<file path="src/rtl/ucisc_pkg.sv">
// rtl/ucisc_pkg.sv - shared states, selects and field positions for the uCISC sequencer
package ucisc_pkg;

  typedef logic [2:0] state_t;

  localparam state_t ST_FETCH    = 3'd0;
  localparam state_t ST_DECODE   = 3'd1;
  localparam state_t ST_LOAD_SRC = 3'd2;
  localparam state_t ST_LOAD_DST = 3'd3;
  localparam state_t ST_EXECUTE  = 3'd4;
  localparam state_t ST_WRITE    = 3'd5;

  localparam logic [3:0] OP_COPY = 4'h0;

  localparam logic [2:0] SEL_PC     = 3'd0;
  localparam logic [2:0] SEL_MEM_LO = 3'd1;
  localparam logic [2:0] SEL_MEM_HI = 3'd3;
  localparam logic [2:0] SEL_FLAGS  = 3'd4;
  localparam logic [2:0] SEL_IMM    = 3'd4;
  localparam logic [2:0] SEL_REG_LO = 3'd5;
  localparam logic [2:0] SEL_REG_HI = 3'd7;

  localparam int OPC_LSB = 12;
  localparam int DST_LSB = 9;
  localparam int SRC_LSB = 6;
  localparam int INC_BIT = 5;
  localparam int IMM_MSB = 4;

  function automatic logic sel_in(input logic [2:0] sel, input logic [2:0] lo, input logic [2:0] hi);
    return (sel >= lo) && (sel <= hi);
  endfunction

endpackage

</file>
<file path="src/rtl/instruction_decode.sv">
// rtl/instruction_decode.sv - combinational field split and operand classification
module instruction_decode
  import ucisc_pkg::*;
(
  input  logic [15:0] instr,
  output logic [3:0]  opcode,
  output logic [2:0]  dst,
  output logic [2:0]  src,
  output logic [6:0]  imm,
  output logic        is_src_mem,
  output logic        is_dst_mem,
  output logic        is_dst_store,
  output logic        needs_dst_load,
  output logic        is_push,
  output logic        is_pop
);

  logic inc;

  always_comb begin
    opcode         = instr[OPC_LSB +: 4];
    dst            = instr[DST_LSB +: 3];
    src            = instr[SRC_LSB +: 3];
    inc            = instr[INC_BIT];
    imm            = {{2{instr[IMM_MSB]}}, instr[IMM_MSB:0]};
    is_src_mem     = sel_in(src, SEL_MEM_LO, SEL_MEM_HI);
    is_dst_mem     = sel_in(dst, SEL_MEM_LO, SEL_MEM_HI);
    is_dst_store   = (dst == SEL_FLAGS) || sel_in(dst, SEL_REG_LO, SEL_REG_HI);
    // COPY overwrites the destination, so its old memory value is never needed
    needs_dst_load = is_dst_mem && (opcode != OP_COPY);
    is_push        = inc && is_dst_mem;
    is_pop         = inc && !is_dst_mem && is_src_mem;
  end

endmodule

</file>
<file path="src/rtl/instruction_sequencer.sv">
// rtl/instruction_sequencer.sv - multi-cycle fetch/decode/operand/execute control for the uCISC core
module instruction_sequencer
  import ucisc_pkg::*;
#(
  parameter logic [15:0] RESET_PC = 16'h0000
) (
  input  logic        clock,
  input  logic        reset_n,
  output logic [15:0] mem_addr,
  output logic        mem_read,
  output logic        mem_write,
  output logic [15:0] mem_wdata,
  input  logic [15:0] mem_rdata,
  input  logic        mem_ready,
  output logic [15:0] pc,
  output logic [2:0]  source_select,
  output logic [2:0]  destination_select,
  output logic [6:0]  immediate,
  output logic        source_immediate,
  output logic [15:0] destination_write,
  output logic [15:0] flags_value,
  output logic        set_flags,
  output logic        store_value,
  output logic        pre_increment,
  output logic        post_increment,
  output logic        decrement,
  input  logic [15:0] source_out,
  input  logic [15:0] destination_out,
  output logic [3:0]  alu_opcode,
  output logic [15:0] alu_a,
  output logic [15:0] alu_b,
  input  logic [15:0] alu_result,
  input  logic [3:0]  alu_flags
);

  state_t      state;
  logic        started;
  logic [15:0] instr;
  logic [15:0] src_val;
  logic [15:0] dst_val;
  logic [15:0] result_q;
  logic        is_src_mem;
  logic        is_dst_mem;
  logic        is_dst_store;
  logic        needs_dst_load;
  logic        is_push;
  logic        is_pop;
  logic        mem_done;

  instruction_decode u_decode (
    .instr          (instr),
    .opcode         (alu_opcode),
    .dst            (destination_select),
    .src            (source_select),
    .imm            (immediate),
    .is_src_mem     (is_src_mem),
    .is_dst_mem     (is_dst_mem),
    .is_dst_store   (is_dst_store),
    .needs_dst_load (needs_dst_load),
    .is_push        (is_push),
    .is_pop         (is_pop)
  );

  assign source_immediate = (source_select == SEL_IMM);
  assign flags_value      = {12'h000, alu_flags};
  assign mem_done         = mem_ready && (mem_read || mem_write);

  always_ff @(posedge clock or negedge reset_n) begin
    if (!reset_n) begin
      state    <= ST_FETCH;
      pc       <= RESET_PC;
      started  <= 1'b0;
      instr    <= 16'h0000;
      src_val  <= 16'h0000;
      dst_val  <= 16'h0000;
      result_q <= 16'h0000;
    end else begin
      started <= 1'b1;
      case (state)
        ST_FETCH: begin
          if (mem_done) begin
            instr <= mem_rdata;
            state <= ST_DECODE;
          end
        end
        ST_DECODE: begin
          if (is_src_mem)          state <= ST_LOAD_SRC;
          else if (needs_dst_load) state <= ST_LOAD_DST;
          else                     state <= ST_EXECUTE;
        end
        ST_LOAD_SRC: begin
          if (mem_done) begin
            src_val <= mem_rdata;
            state   <= needs_dst_load ? ST_LOAD_DST : ST_EXECUTE;
          end
        end
        ST_LOAD_DST: begin
          if (mem_done) begin
            dst_val <= mem_rdata;
            state   <= ST_EXECUTE;
          end
        end
        ST_EXECUTE: begin
          result_q <= alu_result;
          if (is_dst_mem) begin
            state <= ST_WRITE;
          end else begin
            state <= ST_FETCH;
            pc    <= (destination_select == SEL_PC) ? alu_result : pc + 16'd1;
          end
        end
        ST_WRITE: begin
          if (mem_done) begin
            pc    <= pc + 16'd1;
            state <= ST_FETCH;
          end
        end
        default: state <= ST_FETCH;
      endcase
    end
  end

  // The first cycle after reset release is idle so no strobe is ever raised while reset_n is low
  always_comb begin
    mem_addr          = 16'h0000;
    mem_read          = 1'b0;
    mem_write         = 1'b0;
    mem_wdata         = 16'h0000;
    alu_a             = 16'h0000;
    alu_b             = 16'h0000;
    destination_write = 16'h0000;
    set_flags         = 1'b0;
    store_value       = 1'b0;
    pre_increment     = 1'b0;
    post_increment    = 1'b0;
    decrement         = 1'b0;
    case (state)
      ST_FETCH: begin
        if (started) begin
          mem_read = 1'b1;
          mem_addr = pc;
        end
      end
      ST_LOAD_SRC: begin
        mem_read = 1'b1;
        mem_addr = source_out;
      end
      ST_LOAD_DST: begin
        mem_read = 1'b1;
        mem_addr = destination_out;
      end
      ST_EXECUTE: begin
        alu_a             = is_dst_mem ? dst_val : destination_out;
        alu_b             = is_src_mem ? src_val : source_out;
        set_flags         = (alu_opcode != OP_COPY) && (destination_select != SEL_FLAGS);
        store_value       = is_dst_store;
        destination_write = is_dst_store ? alu_result : 16'h0000;
        post_increment    = is_pop;
      end
      ST_WRITE: begin
        mem_write      = 1'b1;
        mem_addr       = destination_out;
        mem_wdata      = result_q;
        post_increment = is_push && mem_ready;
      end
      default: ;
    endcase
    if (is_push && (state != ST_FETCH)) begin
      pre_increment = 1'b1;
      decrement     = 1'b1;
    end
  end

endmodule

</file>
<file path="config.mk">
export PLATFORM = sky130hd
export DESIGN_NAME = instruction_sequencer
export DESIGN_NICKNAME = d
export VERILOG_FILES = /design/src/rtl/ucisc_pkg.sv /design/src/rtl/instruction_decode.sv /design/src/rtl/instruction_sequencer.sv
export SDC_FILE = /design/constraint.sdc
export NUM_CORES = 1
export LEC_CHECK = 0
export BUFFER_PORTS_ARGS = -buffer_cell sky130_fd_sc_hd__buf_2
export CAP_MARGIN = 0
export CORE_AREA = 10 10 113 115
export DETAILED_ROUTE_END_ITERATION = 8
export DIE_AREA = 0 0 123 125
export HOLD_SLACK_MARGIN = 0.02
export PLACE_DENSITY = 0.79
export REMOVE_ABC_BUFFERS = 1
export SLEW_MARGIN = 30
export SYNTH_ARGS = -nofsm -noshare
export SYNTH_HDL_FRONTEND = slang
export SYNTH_SLANG_ARGS = --single-unit
</file>
<file path="constraint.sdc">
create_clock -name clock -period 2.1 [get_ports clock]
set_input_delay 0.525 -clock clock [delete_from_list [all_inputs] [get_ports clock]]
set_output_delay 0.525 -clock clock [all_outputs]
set_load 0.01 [all_outputs]
</file>
==> impl_metrics.toml <==
[run_status]
status = "complete, but fails checks"
violations = "setup timing"

[floorplanning]
die_w_um = 123
rows = 38
die_height_um = 125
initial_utilization_pct = 47.2
core_um2 = 10600
ios = 208
die_area_um2 = 15400

[detailed_routing]
first_iter_violations = 499
met1_length_um = 7240
vias = 5306
routed_wl_um = 19400
vias_per_cell = 5.73
met3_wirelength_um = 2100
ant_nets = 0
firstDrtPassIters = 5
dr_wl_met2_um = 9260
routedWlPerCell_um = 20.9
maxUsedRoutingLayer = "met4"
drc_errors = 0

[grt]
antenna_found_initial = 0
grt_pass1_vias = 5324
grt_pass1_wl_um = 28500
track_usage_pct = 23.3
grt.overflow.total = 0
grt_max_degree = 44

[power_and_ir_drop]
irDropWorstVdd_mv = 0.872
total_power_w = 0.0107
p_leak_nw = 3.56
powerDensity_nw_per_um2 = 1470

[finish]
drive_gt1_share_pct = 49.5
fin_cells = 926
area_delta_synth_final_pct = 45.3
finalNetCount = 853
antennaDiodeCount = 0
fin_area_um2 = 7280

[logic_synthesis]
ys_warn_count = 0
synthTopCellsByArea = "dfrtp_1, nand2_1, mux2_2, buf_4, a21oi_1"
synthesis.area_um2 = 5010
synth-seq-cells = 84
ys_top_cells_by_count = "nand2_1, dfrtp_1, a21oi_1"
synth_top_area_share_pct = 42.0
synthArstFlopShare_pct = 100
synth.most_common_cell = "nand2_1"
synthFlopType = "dfrtp_1"
ys_types = 56
syn_area_per_cell_um2 = 8.68
synth_enable_flop_cells = 0
yosys.area.top_type = "dfrtp_1"
synth-seq-area-share_pct = 42.0
synth_cells = 577

[worst_setup_path]
cp_top_family = "buffers and inverters"
crit_slowest_cell = "dfrtp_2"
startpoint_type = "flip-flop"
slowest_delay_ns = 0.42
path_buf_inv = 3
critPathKind = "reg2out"
reg2reg_slack_ns = 0
cp_max_fo = 8
worstPathCellList = "buf_6 -> nand2b_4 -> a21oi_4 -> buf_8 -> a22oi_1 -> nand2_1 -> buf_2"
crit_required_ns = 1.57
cp.arrival_ns = 1.77
worstSetupEndpointType = "output pin"

[place]
port_buffers = 187
placed_area_um2 = 6070
hpwl_um = 13200
place_congestion = 0.900
dpl.cell_count = 876

[sta]
finalSetupTns_ns = -9.97
fin_crit_sh_pct = 109
skew_ns = 0.00693
setup_ws_ns = -0.190
rsz0062_at_grt = "yes"
hold_viol = 0
setup_violations = 85
max_freq_ghz = 0.437
slew_violations = 0
fin_crit_ns = 2.29

[flow_run]
drv_cap = 0

[clock_tree]
insertion_delay_ns = 0.37
cts_tree = "built"
htree_levels = 3
cts_buffer_depth = 2
cts_made_buffers = 9
clk_pin_slew_ns = 0.09
clock_sinks = 84
cts-root-buf = "clkbuf_8"

[min_path]
hold_path.class = "in2reg"
[worst paths after layout]
path / from / endpoint / cells past startpoint
max in group asynchronous: reset_n / state[2] / 3
setup / recovery: state[1] / mem_addr[4] / 7
min in group asynchronous: reset_n / src_val[15] / 2
hold reg to reg: result_q[6] / result_q[6] / 2
setup reg to reg: state[1] / pc[11] / 9
hold / removal: alu_result[4] / result_q[4] / 3
[routing by layer]
metal	vias up	track usage, %
met5	-	0
met4	0	11.1
met3	55	6.39
met2	356	38.4
met1	2521	27.4
li1	2374	-
[flip-flops by register name (all words and copies together) (netlist names)]
register and flops:
started 1, instr 16, state 3, src_val 16
result_q 16, pc 16, dst_val 16
[stage by stage]
step | worst slack [ns] | utilization [%] | hold WS, ns
2_1_floorplan | -0.568 | - | 0.229
3_3_place_gp | 0.0594 | 57.2 | 0.395
3_5_place_dp | 0.0357 | 57.2 | 0.399
4_1_cts | -0.162 | 63.9 | 0.366
5_1_grt | -0.273 | 68.6 | 0.373
6_report | -0.190 | 68.6 | 0.386
[worst register-to-register path: stages, from the launching register on]
cell      delay (ns)
dfrtp_2         0.42
buf_6           0.14
and3b_2         0.38
buf_6           0.17
buf_16          0.12
buf_6           0.10
o211ai_1        0.10
buf_4           0.18
o32a_1          0.30
o22ai_2         0.11
[power by group]
group	internal, W	switching [W]	total (W)
logic	0.00283	0.00334	0.00616
registers	0.00242	0.000778	0.00320
clock network	0.000715	0.000638	0.00135
[cell families after synthesis]
family | synth area share, %
adders and majority gates | 0.250
buffers and inverters | 8.99
DFF | 42.0
other | 0.150
and+or+nand+nor | 22.0
AOI/OAI and AO/OA | 15.3
xor gates and xnor gates | 0.175
muxes | 11.2
[layout make-up]
class | instances | area [um2]
tap | 140 | 175
inverter | 10 | 40.0
sequential | 84 | 2110
fill | 805 | 3330
multi-input combinational | 424 | 2870
clock buffer | 10 | 138
clock inverter | 6 | 93.8
timing repair buffer | 252 | 1850
[cells in the final DEF, fill, tap and decap left out, types with 6 or more instances in the layout]
cell type	Yosys	routed
o21ai_0	6	6
dfrtp_2	0	8
a22oi_2	0	8
a21oi_1	46	36
o22ai_1	8	7
clkbuf_8	0	10
buf_4	34	40
dfrtp_1	84	76
nor4_1	6	6
and2_4	0	18
buf_2	15	152
mux2_2	30	30
buf_6	0	47
a21oi_2	0	9
a22oi_1	20	12
mux2_1	18	18
nand3_1	9	7
nand2_1	149	142
o21ai_1	8	8
conb_1	2	13
and3_4	0	14
inv_1	9	8
nand2_2	1	7
[timing repair]
item,4_1_cts,5_1_grt
pin swaps,15,29
hold buffers,1,0
setup buffers,15,9
resized for setup,67,90
endpoints found under the setup margin,86,96
cloned,7,3
endpoints found under the hold margin,14,0
(Power assumes the default switching activity.)
